File: src/rtl/pipe_hazard_ctrl.sv
// Y86-64 pipeline control: stall/bubble decisions, CC register, flush and halt sequencing.
// Optional performance counters are enabled with the PIPE_PERF_CNT_EN macro.
module pipe_hazard_ctrl #(
    parameter int         CNT_W    = 32,
    parameter logic [3:0] RNONE    = 4'hF,
    parameter logic [3:0] STAT_AOK = 4'h1
) (
    input  logic             clk,
    input  logic             rst_n,
    input  logic [3:0]       D_icode,
    input  logic [3:0]       d_srcA,
    input  logic [3:0]       d_srcB,
    input  logic [3:0]       E_icode,
    input  logic [3:0]       E_dstM,
    input  logic             e_cnd,
    input  logic             alu_zf,
    input  logic             alu_sf,
    input  logic             alu_of,
    input  logic [3:0]       M_icode,
    input  logic [3:0]       m_stat,
    input  logic [3:0]       W_stat,
    output logic [2:0]       cc,
    output logic             F_stall,
    output logic             D_stall,
    output logic             D_bubble,
    output logic             E_bubble,
    output logic             M_bubble,
    output logic             W_stall,
    output logic             halted,
`ifdef PIPE_PERF_CNT_EN
    output logic [CNT_W-1:0] stall_cnt,
    output logic [CNT_W-1:0] bubble_cnt,
    output logic [CNT_W-1:0] mispred_cnt,
`endif
    output logic [3:0]       halt_stat
);

    // state  | meaning
    // FLUSH  | first cycle after reset, bubble D/E/M to clear stage registers
    // RUN    | normal hazard resolution
    // HALTED | non-AOK status reached writeback; pipeline frozen until reset
    typedef enum logic [1:0] {
        FLUSH  = 2'd0,
        RUN    = 2'd1,
        HALTED = 2'd2
    } state_t;

    localparam logic [3:0] I_MRMOVQ = 4'h5;
    localparam logic [3:0] I_OPQ    = 4'h6;
    localparam logic [3:0] I_JXX    = 4'h7;
    localparam logic [3:0] I_RET    = 4'h9;
    localparam logic [3:0] I_POPQ   = 4'hB;

    state_t state;

    logic load_use;
    logic ret_pend;
    logic mispred;
    logic exc_m;
    logic exc_w;
    logic cc_upd;

    assign load_use = ((E_icode == I_MRMOVQ) || (E_icode == I_POPQ)) && (E_dstM != RNONE)
                      && ((E_dstM == d_srcA) || (E_dstM == d_srcB));
    assign ret_pend = (D_icode == I_RET) || (E_icode == I_RET) || (M_icode == I_RET);
    assign mispred  = (E_icode == I_JXX) && !e_cnd;
    assign exc_m    = (m_stat != STAT_AOK);
    assign exc_w    = (W_stat != STAT_AOK);
    assign cc_upd   = (state == RUN) && (E_icode == I_OPQ) && !exc_m && !exc_w;

    always_comb begin
        F_stall  = 1'b0;
        D_stall  = 1'b0;
        D_bubble = 1'b0;
        E_bubble = 1'b0;
        M_bubble = 1'b0;
        W_stall  = 1'b0;
        case (state)
            FLUSH: begin
                D_bubble = 1'b1;
                E_bubble = 1'b1;
                M_bubble = 1'b1;
            end
            RUN: begin
                F_stall  = load_use || ret_pend;
                // a mispredicted branch squashes D, so holding it would be contradictory
                D_stall  = load_use && !mispred;
                D_bubble = mispred || (ret_pend && !load_use);
                E_bubble = mispred || load_use;
                M_bubble = exc_m || exc_w;
                W_stall  = exc_w;
            end
            HALTED: begin
                F_stall = 1'b1;
                D_stall = 1'b1;
                W_stall = 1'b1;
            end
            default: ;
        endcase
    end

    always_ff @(posedge clk or negedge rst_n) begin
        if (!rst_n) begin
            state     <= FLUSH;
            cc        <= 3'b001;
            halted    <= 1'b0;
            halt_stat <= STAT_AOK;
        end else begin
            if (cc_upd)
                cc <= {alu_of, alu_sf, alu_zf};
            case (state)
                FLUSH: state <= RUN;
                RUN: begin
                    if (exc_w) begin
                        state     <= HALTED;
                        halted    <= 1'b1;
                        halt_stat <= W_stat;
                    end
                end
                HALTED: state <= HALTED;
                default: state <= FLUSH;
            endcase
        end
    end

`ifdef PIPE_PERF_CNT_EN
    localparam logic [CNT_W-1:0] CNT_MAX = '1;
    localparam logic [CNT_W-1:0] CNT_ONE = {{(CNT_W-1){1'b0}}, 1'b1};

    always_ff @(posedge clk or negedge rst_n) begin
        if (!rst_n) begin
            stall_cnt   <= '0;
            bubble_cnt  <= '0;
            mispred_cnt <= '0;
        end else if (state == RUN) begin
            if (F_stall && (stall_cnt != CNT_MAX))
                stall_cnt <= stall_cnt + CNT_ONE;
            if (E_bubble && (bubble_cnt != CNT_MAX))
                bubble_cnt <= bubble_cnt + CNT_ONE;
            if (mispred && (mispred_cnt != CNT_MAX))
                mispred_cnt <= mispred_cnt + CNT_ONE;
        end
    end
`endif

endmodule
File: config.mk
export PLATFORM = sky130hd
export DESIGN_NAME = pipe_hazard_ctrl
export DESIGN_NICKNAME = d
export VERILOG_FILES = /design/src/rtl/pipe_hazard_ctrl.sv
export SDC_FILE = /design/constraint.sdc
export NUM_CORES = 1
export LEC_CHECK = 0
export BUFFER_PORTS_ARGS = -buffer_cell sky130_fd_sc_hd__buf_2
export CORE_AREA = 2 2 47 49
export CTS_CLUSTER_SIZE = 25
export DETAILED_ROUTE_END_ITERATION = 8
export DIE_AREA = 0 0 49 51
export PLACE_DENSITY = 0.72
export SLEW_MARGIN = 10
export SYNTH_ARGS = -nofsm -noshare
export SYNTH_HDL_FRONTEND = slang
export SYNTH_SLANG_ARGS = --single-unit
File: constraint.sdc
create_clock -name clk -period 3.5 [get_ports clk]
set_input_delay 0.7 -clock clk [delete_from_list [all_inputs] [get_ports clk]]
set_output_delay 0.7 -clock clk [all_outputs]
set_load 0.02 [all_outputs]
# --- After elaboration in Yosys (flattened, before gate mapping) ---
# Cells that the tools add are included.
word_totals:
  reg_bits: 10
  out_inout_bits: 14
classes:
  n_mux: 8
  n_eq_ne: 15
  reduce_logical: 23
ops:
  columns: ["cell", "n"]
  rows:
  - ["$eq 4x4->1 const B", 4]
  - ["$eq 4x3->1 const B", 3]
  - ["$pmux 1 s2", 6]
  - ["$eq 4x4->1", 2]
  - ["$logic_and 1x1->1", 8]
  - ["$logic_or 1x1->1", 8]
  - ["$ne 4x1->1 const B", 2]
  - ["$pmux 2 s3", 1]
  - ["$logic_not 1->1", 5]
  - ["$ne 4x4->1 const B", 1]
  - ["$eq 2x1->1 const B", 1]
  - ["$eq 2x2->1 const B", 1]
  - ["$logic_not 2->1", 1]
  - ["$mux 2", 1]
  - ["$ne 2x2->1 const B", 1]
  - ["$reduce_and 2->1", 1]

# --- Logic depth before layout (Yosys ltp) ---
# Gate-level depths: netlist (run 1).
depth:
  depth_word: 8
  depth_mapped: 6
  ltp_nobuf: 5

# --- Worst setup path after synthesis (run 1) ---
# OpenSTA, ideal clock, no wires.
synth_timing:
  kind: "input-to-output"
  start: "input E_dstM[1]"
  end: "output D_stall"
  t_arrival_ns: 1.725
  required_ns: 2.800
  stages: 4
  path_slack_ns: 1.075
  n_path_buf: 0
  path_cell_list: "xor2_1 nor4_1 a41oi_1 o21ai_0"
synth_via:
  elab_chain_cells: 5
  word_cells_on_any_way: 8
  cone_classes: "eq/ne (3); mux (1); reduce/logical (4)"
synth_rtl:
  columns: ["item", "line", "source"]
  rows:
  - ["start: declaration", "14", "input logic [3:0] E_dstM,"]
  - ["$ne 4x4->1 / $eq 4x4->1 (equally long branches)", "63, 64", null]
  - ["$logic_and 1x1->1 / $logic_or 1x1->1 (equally long branches)", "63, 64", null]
  - ["$logic_and 1x1->1 (*)", "64", "&& ((E_dstM == d_srcA) || (E_dstM == d_srcB));"]
  - ["$logic_and 1x1->1 (*)", "87", "D_stall = load_use && !mispred;"]
  - ["$pmux 1 s2 (*)", "78", "case (state)"]
  - ["end: declaration", "24", "output logic D_stall,"]
# Mark *: on every way between the ends. The rest lies on a longest branch, timed or not.

# --- Worst setup path in the final report (run 1) ---
layout_timing:
  start: "input E_dstM[1]"
  end: "output F_stall"
layout_via:
  elab_chain_cells: 5
  word_cells_on_any_way: 8
  cone_classes: "eq/ne (3); mux (1); reduce/logical (4)"
layout_rtl:
  columns: ["item", "line", "source"]
  rows:
  - ["$ne 4x4->1 / $eq 4x4->1 (equally long branches)", "63, 64", null]
  - ["$logic_and 1x1->1 / $logic_or 1x1->1 (equally long branches)", "63, 64", null]
  - ["$logic_and 1x1->1 (*)", "64", null]
  - ["$logic_or 1x1->1 (*)", "85", "F_stall = load_use || ret_pend;"]
  - ["$pmux 1 s2 (*)", "78", null]
  - ["end: declaration", "23", "output logic F_stall,"]
# Marked as above.

==> run metrics, run 1 <==
outcome=completed; final setup TNS=0 ns; share of synthesized registers carrying an async set or reset=100.0%; Worst Hold Class=in2async; PortBufs=51; final hold vios=0; most frequent cells in the layout=51 x buf_2, 8 x nand2_1, 8 x dfrtp_1; WS Path Type=in2out; Placed Area=0.001020 mm^2; Root Buffer=clkbuf_4; CP bufs+invs=2; Post-Syn Nets=115; RSZ-0062 raised after global routing=no; Setup crit end kind=primary output; DIE AREA=0.002499 mm^2; worst path required time=2.80 ns; max-slew violations=0; Synth top area share=27.30%; Reg2Reg Setup Slack=1.79 ns; Setup crit start kind=input port; via count=780; worst r2r src=state[1]; cell taking the most area after synthesis=dfrtp_1; Final Setup Violations=0; total gr overflow=0; met1 WL=735 um; Power Dens Cells=617.8 mW/mm^2; Worst VDD drop=481.3 uV; WL final=1828 um; HPWL after DPL=1530 um; most frequent cell on the critical path=buf_2; Core ar.=0.002063 mm^2; boundary pin count=52; most common cell after layout, fill and taps aside=buf_2; crit path time final=2.471 ns; fraction of layout cells with a size suffix above 1=49.22%; fill cell count=202; TritonCTS clock tree=yes; initial core utilization=35.54%; Mapped Area=733.2 um^2; synth-to-layout area growth=42.66%; Ys Warns=0; Die X=49 um; Slew HR=70.72%; CP Cell Sequence=buf_2 > xor2_1 > nor4_1 > a41oi_1 > o211ai_1 > buf_2; clock sink count=10; clk buf depth=2; largest net degree at the start of global routing=15; vias in the first global route=670; main area contributors after synthesis=dfrtp_1 27%, dfstp_2 7.2%, ha_1 5.1%; post-synthesis sequential area ratio=34.47%; slowest CP cell=nor4_1; slowest cell delay on critical path=0.26 ns; Leakage=0.5646 nW; number of max-cap violations=0; Unique masters post-synth=33; FF+latch count, synth=10; Worst R2R Path Depth=5; EDFF count, synth=0; first-pass GRT wire length=2753 um; CTS H-tree lvls=1; Final nets=170; later-pin clock latency in the skew report=0.26 ns; reg2reg end=cc[2]; drt wl/cell=11.72 um; top_reg_cell synth=dfrtp_1; synthesized instance count=74; Site Rows=17; highest metal layer with signal wires=met3; worst-margin pin slew=0.4393 ns; final clock skew=0.005264 ns; Pre-antenna DRT Iters=4; Antenna diodes=0; post-CTS setup buffer count=0; clock transition at the registers of the reported paths=0.06 ns; final worst-path cycle share=70.60%; initial antenna violation count=0; antenna viol nets, final=0; Total GRT Usage=13.93%; met3 wire length=179 um; Arr. time, crit path=1.77 ns; met2 wire length=913 um; drt first-iter violations=3; Mean Syn Cell Area=9.908 um^2; CP delay by family, top=compound AO/OA/AOI/OAI gates; DRC=0; Max Clk Rate=404.7 MHz; Vias/cell=5.000; CTS Hold Buffers Added=0; final instance area=0.001046 mm^2; critical path peak fanout=4; post-cts resize count=0; Inserted Clock Buffers=3; GPL Wtd Cong=0.7006; die height=51 um
[sequential cells by signal (all words and copies together) (netlist names)]
register and flops:
halt_stat 4, cc 3, halted 1, state 2
[cells in the mapped netlist, types with 2 or more instances]
cell	count
a22o_1	2
and3b_1	2
dfrtp_1	8
dfstp_2	2
ha_1	3
inv_1	4
mux2_2	3
nand2_1	8
nand2b_1	3
nand3_1	2
nor4bb_1	3
o21a_1	2
o21ai_0	6
xnor2_1	4
xor2_1	4
[metal layers]
| layer | GRT usage, % | vias to the layer above |
|---|---|---|
| li1 | - | 384 |
| met5 | 0 | - |
| met1 | 16.45 | 354 |
| met2 | 24.66 | 42 |
| met4 | 5.714 | 0 |
| met3 | 2.924 | 0 |
[per-stage QoR]
| step | hold WS (ns) | setup slack [ns] | power [mW] | instances | utilization, % |
|---|---|---|---|---|---|
| floorplan | 0.4044 | 1.075 | 0.4385 | 74 | - |
| global placement | 0.4451 | 1.037 | 0.5584 | 152 | 49.42 |
| detailed placement | 0.4566 | 1.025 | 0.5683 | 152 | 49.42 |
| CTS | 0.2811 | 1.019 | 0.6556 | 156 | 50.70 |
| global route | 0.2875 | 0.8875 | 0.6961 | 156 | 50.70 |
| finish | 0.2850 | 1.029 | 0.6462 | 156 | 50.70 |
[report_power, final]
| group | internal, mW | switching [mW] |
|---|---|---|
| clock network | 0.0439 | 0.0356 |
| registers | 0.156 | 0.0189 |
| logic | 0.154 | 0.238 |
| total | 0.354 | 0.292 |
[kinds of logic after synthesis]
family,count (synthesis),share of synthesized area [%]
AND/OR/NAND/NOR,28,27.48
multiplexers,3,4.607
AO/OA/AOI/OAI,17,16.21
adder cells (fa/ha/maj),3,5.120
flip-flops,10,34.47
XOR/XNOR,8,9.555
buffers and inverters,5,2.559
[layout make-up]
class	count	area [um^2]	area share, %
inverters	4	15.01	1.435
well taps	28	35.03	3.349
clock buffers	4	26.28	2.512
repair buffers	51	255.2	24.40
multi-input cells	59	461.7	44.14
flip-flops and latches	10	252.7	24.16
[worst max path at each step]
stage	slack, ns	endpoint	cells after the start	startpoint
after CTS	1.02	D_bubble	6	E_icode[0]
after detailed placement	1.02	D_bubble	6	E_icode[0]
after floorplan	1.07	D_stall	4	E_dstM[1]
after global placement	1.04	W_stall	5	W_stat[1]
after global routing	0.89	E_bubble	6	E_dstM[1]
final	1.03	F_stall	6	E_dstM[1]
(Power assumes the default switching activity.)
==> run 2: changes to the inputs <==
--- a/config.mk
+++ b/config.mk
@@ -5,12 +5,13 @@
 export SDC_FILE = /design/constraint.sdc
 export NUM_CORES = 1
 export LEC_CHECK = 0
+export ABC_AREA = 1
 export BUFFER_PORTS_ARGS = -buffer_cell sky130_fd_sc_hd__buf_2
-export CORE_AREA = 2 2 47 49
+export CORE_AREA = 2 2 49 51
 export CTS_CLUSTER_SIZE = 25
 export DETAILED_ROUTE_END_ITERATION = 8
-export DIE_AREA = 0 0 49 51
-export PLACE_DENSITY = 0.72
+export DIE_AREA = 0 0 51 53
+export PLACE_DENSITY = 0.69
 export SLEW_MARGIN = 10
 export SYNTH_ARGS = -nofsm -noshare
 export SYNTH_HDL_FRONTEND = slang
==> constraint.sdc (replaced) <==
create_clock -name clk -period 2.5 [get_ports clk]
set_input_delay 0.5 -clock clk [delete_from_list [all_inputs] [get_ports clk]]
set_output_delay 0.5 -clock clk [all_outputs]
set_load 0.02 [all_outputs]
==> run 2 against run 1 <==
Net effect:
- setup slack got worse by 0.57 ns
- critical path depth fell by 1
- final area rose by 6.9%
- largest cell class unchanged
- largest power group unchanged
==> run metrics, run 2 <==
CP Cell Sequence=inv_1 > ha_1 > nand2_1 > a21oi_1 > buf_2 (was buf_2 > xor2_1 > nor4_1 > a41oi_1 > o211ai_1 > buf_2); most frequent cells in the layout=51 x buf_2, 39 x nand2_1, 24 x inv_1 (was 51 x buf_2, 8 x nand2_1, 8 x dfrtp_1); first-pass GRT wire length=3636 um (was 2753 um); max-slew violations=0 (unchanged); drt wl/cell=10.05 um (was 11.72 um); Setup crit end kind=primary output (unchanged); Root Buffer=clkbuf_4 (unchanged); antenna viol nets, final=0 (unchanged); Post-Syn Nets=164 (was 115); Finished Core Util=52.07% (was 50.70%); Die X=51 um (was 49 um); clock transition at the registers of the reported paths=0.07 ns (was 0.06 ns); Ys Warns=0 (unchanged); Unique masters post-synth=21 (was 33); Top Registers=halt_stat (4), cc (3), state (2) (unchanged); RSZ-0062 raised after global routing=no (unchanged); Vias/cell=4.675 (was 5.000); total gr overflow=0 (unchanged); vias in the first global route=958 (was 670); final clock skew=0.005661 ns (was 0.005264 ns); initial core utilization=36.87% (was 35.54%); most common cell after layout, fill and taps aside=buf_2 (unchanged); fill cell count=232 (was 202); boundary pin count=52 (unchanged); crit path from=state[1] (was E_dstM[1]); final setup TNS=0 ns (unchanged); WS Path Type=reg2out (was in2out); Reg area=252.7 um^2 (unchanged); number of max-cap violations=0 (unchanged); Reg2Reg Setup Slack=1.09 ns (was 1.79 ns); final instance area=0.001119 mm^2 (was 0.001046 mm^2); WL final=2071 um (was 1828 um); worst path required time=2.00 ns (was 2.80 ns); initial antenna violation count=0 (unchanged); main area contributors after synthesis=dfrtp_1 25%, nand2_1 18%, inv_1 11% (was dfrtp_1 27%, dfstp_2 7.2%, ha_1 5.1%); die height=53 um (was 51 um); Leakage=0.6836 nW (was 0.5646 nW); number of flip-flops under the largest register name=4 (unchanged); slowest CP cell=dfrtp_1 (was nor4_1); Inserted Clock Buffers=3 (unchanged); Mapped Area=792.0 um^2 (was 733.2 um^2); HPWL after DPL=1767 um (was 1530 um); Pre-antenna DRT Iters=4 (unchanged); critical path peak fanout=7 (was 4); Placed Area=0.001082 mm^2 (was 0.001020 mm^2); outcome=completed (unchanged); top_reg_cell synth=dfrtp_1 (unchanged); Worst Hold Class=in2async (unchanged); Max Clk Rate=490.2 MHz; worst-margin pin slew=0.2499 ns (was 0.4393 ns); Tot Pwr=0.9079 mW (was 0.6462 mW); Core ar.=0.002148 mm^2 (was 0.002063 mm^2); cell taking the most area after synthesis=dfrtp_1 (unchanged); Power Dens Cells=811.6 mW/mm^2 (was 617.8 mW/mm^2); Setup crit start kind=flip-flop (was input port); CTS Hold Buffers Added=0 (unchanged); CP bufs+invs=2 (unchanged); Final Setup Violations=0 (unchanged); slowest cell delay on critical path=0.38 ns (was 0.26 ns); via count=963 (was 780); Arr. time, crit path=1.54 ns (was 1.77 ns); Final nets=220 (was 170); worst r2r src=state[1] (unchanged); Antenna diodes=0 (unchanged); crit path time final=2.040 ns; Finished Layout Cells=206 (was 156); final worst-path cycle share=81.60%; post-cts resize count=0 (unchanged); post-CTS setup buffer count=0 (unchanged); top cells by count, synth=39 x nand2_1, 24 x inv_1, 10 x nor2_1, 8 x dfrtp_1, 6 x a21oi_1 (was 8 x dfrtp_1, 8 x nand2_1, 6 x o21ai_0); Total GRT Usage=17.45% (was 13.93%); drt first-iter violations=11 (was 3); FF+latch count, synth=10 (unchanged); area of the multi-input gates=434.2 um^2 (was 461.7 um^2); clk buf depth=2 (unchanged); Cells after DPL=202 (was 152); share of synthesized registers carrying an async set or reset=100.0% (unchanged); Slew HR=83.30% (was 70.72%); synthesized instance count=123 (was 74); DRC=0 (unchanged); later-pin clock latency in the skew report=0.26 ns (about the same); most frequent cell after synthesis=nand2_1; DIE AREA=0.002703 mm^2 (was 0.002499 mm^2); Mean Syn Cell Area=6.439 um^2 (was 9.908 um^2); GPL Wtd Cong=0.7489 (was 0.7006); largest reg by FF count=halt_stat (unchanged); Site Rows=17 (unchanged); post-synthesis sequential area ratio=31.91% (was 34.47%); EDFF count, synth=0 (unchanged); TritonCTS clock tree=yes (unchanged); synth-to-layout area growth=41.23% (was 42.66%); largest net degree at the start of global routing=11 (was 15); fraction of layout cells with a size suffix above 1=38.76% (was 49.22%); Synth top area share=25.28% (was 27.30%); clock sink count=10 (unchanged); PortBufs=51 (unchanged); final hold vios=0 (unchanged); CTS H-tree lvls=1 (unchanged); Worst VDD drop=484.2 uV (was 481.3 uV); CP delay by family, top=flip-flops (was compound AO/OA/AOI/OAI gates)
-- run 2: cell types whose count changed after synthesis, moves of 3 or more --
cell	previous run	this run
a21oi_1	1	6
inv_1	4	24
inv_2	0	4
nand2_1	8	39
nand2b_1	3	0
nand4_1	1	4
nor2_1	1	10
nor4bb_1	3	0
o21ai_0	6	3
o21ai_1	0	5
xnor2_1	4	0
xor2_1	4	0
-- run 2: area by class of cell --
cell class,instances,area share [%]
Clock buffer,4,3.244
Inverter,28,9.396
Multi-Input combinational cell,85,38.81
Sequential cell,10,22.60
Tap cell,28,3.132
Timing Repair Buffer,51,22.82
-- run 2: worst reg2reg max path, delay by kind of cell (launching register included) --
family / cells / cell delay [ns]
simple gates: 3 / 0.39
flops: 1 / 0.38
fa+ha+maj: 1 / 0.25
buf+inv: 2 / 0.22
compound gates: 1 / 0.06
-- run 2: power breakdown --
part | switching [mW] | internal [mW]
clock | 0.0559 | 0.0884
combinational | 0.336 | 0.188
sequential | 0.0229 | 0.217
total | 0.415 | 0.493
-- run 2: worst paths after layout --
kind | endpoint | cells past startpoint
min reg2reg | cc[0] | 2
min in group clk | cc[0] | 3
max reg2reg | cc[1] | 7
min | cc[1] | 1
max | W_stall | 5
max in group asynchronous | halt_stat[0] | 1
-- run 2: cell families after synthesis --
group,Yosys count,synth area share (%)
compound gates,17,12.01
fa+ha+maj,3,4.740
buf+inv,28,13.27
flops,10,31.91
mux,1,1.422
simple gates,64,36.65
-- run 2: through the flow --
stage	setup WS [ns]	hold WS, ns
after floorplan	0.6628	0.2044
after global placement	0.5903	0.3645
after detailed placement	0.5645	0.3673
after CTS	0.4264	0.07373
after global routing	0.3387	0.08491
final	0.4599	0.07859
-- run 2: metal layers --
| metal | vias up | GRT usage (%) | share of wire (%) |
|---|---|---|---|
| met2 | 41 | 35.06 | 52 |
| met1 | 428 | 17.88 | 40 |
| met4 | 0 | 6.306 | 0.34 |
| li1 | 492 | - | - |
| met3 | 2 | 2.825 | 7.6 |
| met5 | - | 0 | 0 |
